[config.mk]
export PLATFORM = sky130hd
export DESIGN_NAME = bit_select_stage
export DESIGN_NICKNAME = d
export VERILOG_FILES = /design/src/rtl/bit_select_stage.sv
export SDC_FILE = /design/constraint.sdc
export NUM_CORES = 1
export LEC_CHECK = 0
export ABC_AREA = 1
export CORE_UTILIZATION = 39
export DETAILED_ROUTE_END_ITERATION = 6
export GPL_TIMING_DRIVEN = 0
export PLACE_DENSITY_LB_ADDON = 0.08
export SYNTH_ARGS = -nofsm -noshare
export SYNTH_HDL_FRONTEND = slang
export SYNTH_SLANG_ARGS = --single-unit
[constraint.sdc]
create_clock -name CLK -period 0.95 [get_ports CLK]
set_input_delay 0.19 -clock CLK [delete_from_list [all_inputs] [get_ports CLK]]
set_output_delay 0.19 -clock CLK [all_outputs]
set_load 0.05 [all_outputs]
[src/rtl/bit_select_stage.sv]
// Registered ready/valid stage that remaps input bits through a programmable
// select map and buffers up to two beats in a skid buffer.
module bit_select_stage #(
  parameter int WIDTH = 4,
  parameter int SELW  = $clog2(WIDTH)
) (
  input  logic                    CLK,
  input  logic                    ASYNCRESETN,
  input  logic [WIDTH-1:0]        I,
  input  logic                    I_valid,
  output logic                    I_ready,
  output logic [WIDTH-1:0]        O,
  output logic                    O_valid,
  input  logic                    O_ready,
  input  logic [WIDTH*SELW-1:0]   cfg_sel,
  input  logic                    cfg_we,
  output logic [WIDTH*SELW-1:0]   map
);

  // state | meaning
  // EMPTY | no beat stored, O invalid
  // ONE   | head holds a beat
  // FULL  | head and skid both hold beats, upstream stalled
  typedef enum logic [1:0] {EMPTY, ONE, FULL} state_t;

  localparam int MW = WIDTH * SELW;

  state_t           state;
  logic [WIDTH-1:0] head_q;
  logic [WIDTH-1:0] skid_q;
  logic [MW-1:0]    map_q;
  logic [WIDTH-1:0] sel_data;
  logic             push;
  logic             pop;

  function automatic logic [MW-1:0] ident_map();
    logic [MW-1:0] r;
    r = '0;
    for (int i = 0; i < WIDTH; i++) r[SELW*i +: SELW] = SELW'(i);
    return r;
  endfunction

  // Indices at or above WIDTH match no source bit and so leave the output bit 0.
  function automatic logic [WIDTH-1:0] sel_bits(input logic [WIDTH-1:0] d,
                                                input logic [MW-1:0]    m);
    logic [WIDTH-1:0] r;
    r = '0;
    for (int i = 0; i < WIDTH; i++) begin
      for (int j = 0; j < WIDTH; j++) begin
        if (int'(m[SELW*i +: SELW]) == j) r[i] = d[j];
      end
    end
    return r;
  endfunction

  assign sel_data = sel_bits(I, map_q);
  assign I_ready  = (state != FULL);
  assign O_valid  = (state != EMPTY);
  assign O        = head_q;
  assign map      = map_q;
  assign push     = I_valid & I_ready;
  assign pop      = O_valid & O_ready;

  always_ff @(posedge CLK or negedge ASYNCRESETN) begin
    if (!ASYNCRESETN) begin
      state  <= EMPTY;
      head_q <= '0;
      skid_q <= '0;
      map_q  <= ident_map();
    end else begin
      if (cfg_we) map_q <= cfg_sel;
      case (state)
        EMPTY: begin
          if (push) begin
            head_q <= sel_data;
            state  <= ONE;
          end
        end
        ONE: begin
          if (push && pop) begin
            head_q <= sel_data;
          end else if (push) begin
            skid_q <= sel_data;
            state  <= FULL;
          end else if (pop) begin
            state  <= EMPTY;
          end
        end
        FULL: begin
          if (pop) begin
            head_q <= skid_q;
            state  <= ONE;
          end
        end
        default: state <= EMPTY;
      endcase
    end
  end

endmodule
==> results of run 1 <==
[area by class of cell]
cell class                      instances  area, um2  share of cell area [%]
Clock buffer                            4      36.28                   2.348
Inverter                               11      51.30                   3.320
Sequential cell                        18      460.4                   29.80
Buffer                                  1      7.507                  0.4858
Multi-Input combinational cell         87      464.2                   30.04
Tap cell                               27      33.78                   2.186
Timing Repair Buffer                   48      491.7                   31.82
[state kept, by name, indices dropped and copies added (netlist names)]
signal,cells
skid_q,4
O,4
map,8
state,2
[synth_stat cells]
| master | count |
|---|---|
| nand2_2 | 3 |
| a21oi_1 | 1 |
| nand3_1 | 8 |
| nand4_1 | 1 |
| inv_1 | 9 |
| dfstp_2 | 4 |
| nand2_1 | 50 |
| o31ai_1 | 1 |
| inv_2 | 2 |
| buf_2 | 1 |
| nor2_1 | 8 |
| nand2_4 | 2 |
| o21ai_0 | 12 |
| dfrtp_1 | 14 |
[worst max-delay path by stage]
stage / endpoint / cells after the start
4_1_cts: O_valid / 3
2_1_floorplan: O[1] / 7
6_report: O_valid / 3
3_5_place_dp: I_ready / 3
3_3_place_gp: I_ready / 3
5_1_grt: O_valid / 3
[placed cells by master (no fill, tap or decap), drive strengths merged]
cell type      count
buf               32
inv               11
clkdlybuf4s50     14
a21oi              1
dlygate4sd2        1
nand2             56
dlymetal6s2s       1
nand4              1
dfrtp             14
o31ai              1
nand3              8
clkbuf             5
nor2               8
dfstp              4
o21ai             12
[logic make-up after synthesis]
group,Yosys count,synth area share [%]
and+or+nand+nor,72,34.71
buffers and inverters,12,5.263
AOI/OAI and AO/OA,14,8.250
DFF,18,51.78
[power groups by stage]
| stage | Sequential [W] | Combinational [W] | Clock, W |
|---|---|---|---|
| after floorplan | 0.00159 | 0.000732 | 0 |
| after global placement | 0.00119 | 0.00159 | 0 |
| after detailed placement | 0.00120 | 0.00161 | 0 |
| after CTS | 0.00119 | 0.00201 | 0.000496 |
| after global routing | 0.00123 | 0.00236 | 0.000525 |
| final | 0.00120 | 0.00222 | 0.000486 |
[metrics by stage]
step | worst slack [ns] | total power (W) | std cells
2_1_floorplan | -0.2486 | 0.002320 | 116
3_3_place_gp | -0.6435 | 0.002783 | 173
3_5_place_dp | -0.6555 | 0.002813 | 173
4_1_cts | -0.3223 | 0.003703 | 191
5_1_grt | -0.3524 | 0.004111 | 196
6_report | -0.3342 | 0.003904 | 196
[critical path: cells and delay by family, from the launching register on]
family / cells / cell delay (ns)
buffers and inverters: 2 / 0.25
DFF: 1 / 0.49
and+or+nand+nor: 1 / 0.05
[metal layers]
metal	up-vias	part of all wire, %	track usage (%)
met5	-	0	0
li1	474	-	-
met4	0	1.2	10.00
met1	443	41	25.54
met3	4	5.5	3.395
met2	40	52	37.67
[what timing repair did]
action	4_1_cts	5_1_grt
gates resized for setup	121	8
hold endpoints to repair	0	0
setup buffers	13	5
cloned	1	0
endpoints found under the setup margin	27	32
pin swaps	7	4
==> metrics.txt, run 1 <==
status=finished, violations left; violated checks=negative setup slack; Post-DP Area=1256 um2; Hold Crit Class=in2async; Syn Std Cell Area=879.6 um2; Worst R2R Start=state[1]; Crit path required time=0.76 ns; Crit-path slowest cell=dfrtp_2; # hold bufs at CTS=0; post-synthesis sequential area ratio=a little over 50%; core area=between 2000 and 2500 um2; num ports=31; PortBufs=30; Die X=just under 50 um; CP max FO=3; Post-DP HPWL=1.455 mm; htree depth=1; number of synthesized register bits=18; Yosys cell types=14; initial antenna violation count=0; critical path endpoint category=output port; Syn Area/Cell=7.583 um2; reg-to-reg endpoint=skid_q[1]; Setup violations, final=24; sink count of the clock tree=18; RSZ-0062 raised after global routing=true; sw frac=43.47%; fin crit share=135.2%; Max VDD drop=between 1.5 and 2 mV; critical-path cell list=inv_4 -> nand2_8 -> buf_8; GPL Wtd Cong=about 0.8; Pleak=0.7766 nW; Slew Limit Headroom=47.44%; pin count of the biggest net entering global routing=19; worst-case reg-to-reg path depth=6; Post-route DRC=0; die area=2449 um2; Area Growth Syn to Fin=75.68%; First-pass DRT Iterations=4; critical path type=reg2out; Hold Vio Cnt, Final=0; syn nets=133; Yosys warning count=0; vias=around 960; WL per Instance=12.69 um; max incr delay on CP=roughly 0.49 ns; share of cells above drive strength 1=40.83%; maximum clock insertion buffer count=2; Initial Util=43.08%; clock latency at the later pin of the worst-skew pair=0.30 ns; Die Span Y=49.49 um; critical path arrival=1.09 ns; Pint=approximately 0.0022 W; setup TNS=-4.763 ns; share of the synthesized area in the top cell type=approximately two fifths; PwrDens=2526 nW/um2; synth top area cells=dfrtp_1 40%, nand2_1 21%, dfstp_2 12%, o21ai_0 6.8%, nand3_1 4.6%; Reg clk slew, reported paths=around 0.11 ns; final worst setup slack=-0.3342 ns; DRT antenna net count=0; number of global-route vias before repair=912; sequential fraction of design power=30.8%; Highest Clock Rate=778.7 MHz; Switch Pwr=0.001697 W; total CTS buffers=3; All-Layer GR Usage=between 20% and 30%; Worst Skew=0.006118 ns; Comb pwr share=56.8%; max_cap viols=0; Final Max Tran Viols=0; root buffer cell=clkbuf_4; vias per inst=4.903; CTS tree=done; # diodes=0; fin area=about 1500 um2; Post-Syn Instances=around 120; Routed WL=~2.5 mm; row cnt=16; Core Util, Final=~76%; r2r setup slk=-0.26 ns; leading area contributor after synthesis=dfrtp_1; Startpoint Class=flop; nets=about 190; WHS=0.06605 ns; global route total overflow=0; power share of the clock group=12.4%; Fillers=between 150 and 200; first-pass GRT wire length=3.988 mm; Worst-Margin Slew=approximately 0.79 ns; initial DRC count=25; Tmin final=1.284 ns; Worst Setup SP=state[1]
(Power assumes the default switching activity.)
==> run 2, diff against run 1 <==
Settings changed: CAP_MARGIN from default to 20, CTS_CLUSTER_DIAMETER from default to 50.
==> results of run 2 <==
The final DEF is identical to that of run 1; final timing and power are the same.
==> run 3, diff against run 2 <==
Settings changed: SLEW_MARGIN from default to 20.
==> results of run 3 <==
The final DEF is identical to that of run 1; final timing and power are the same.
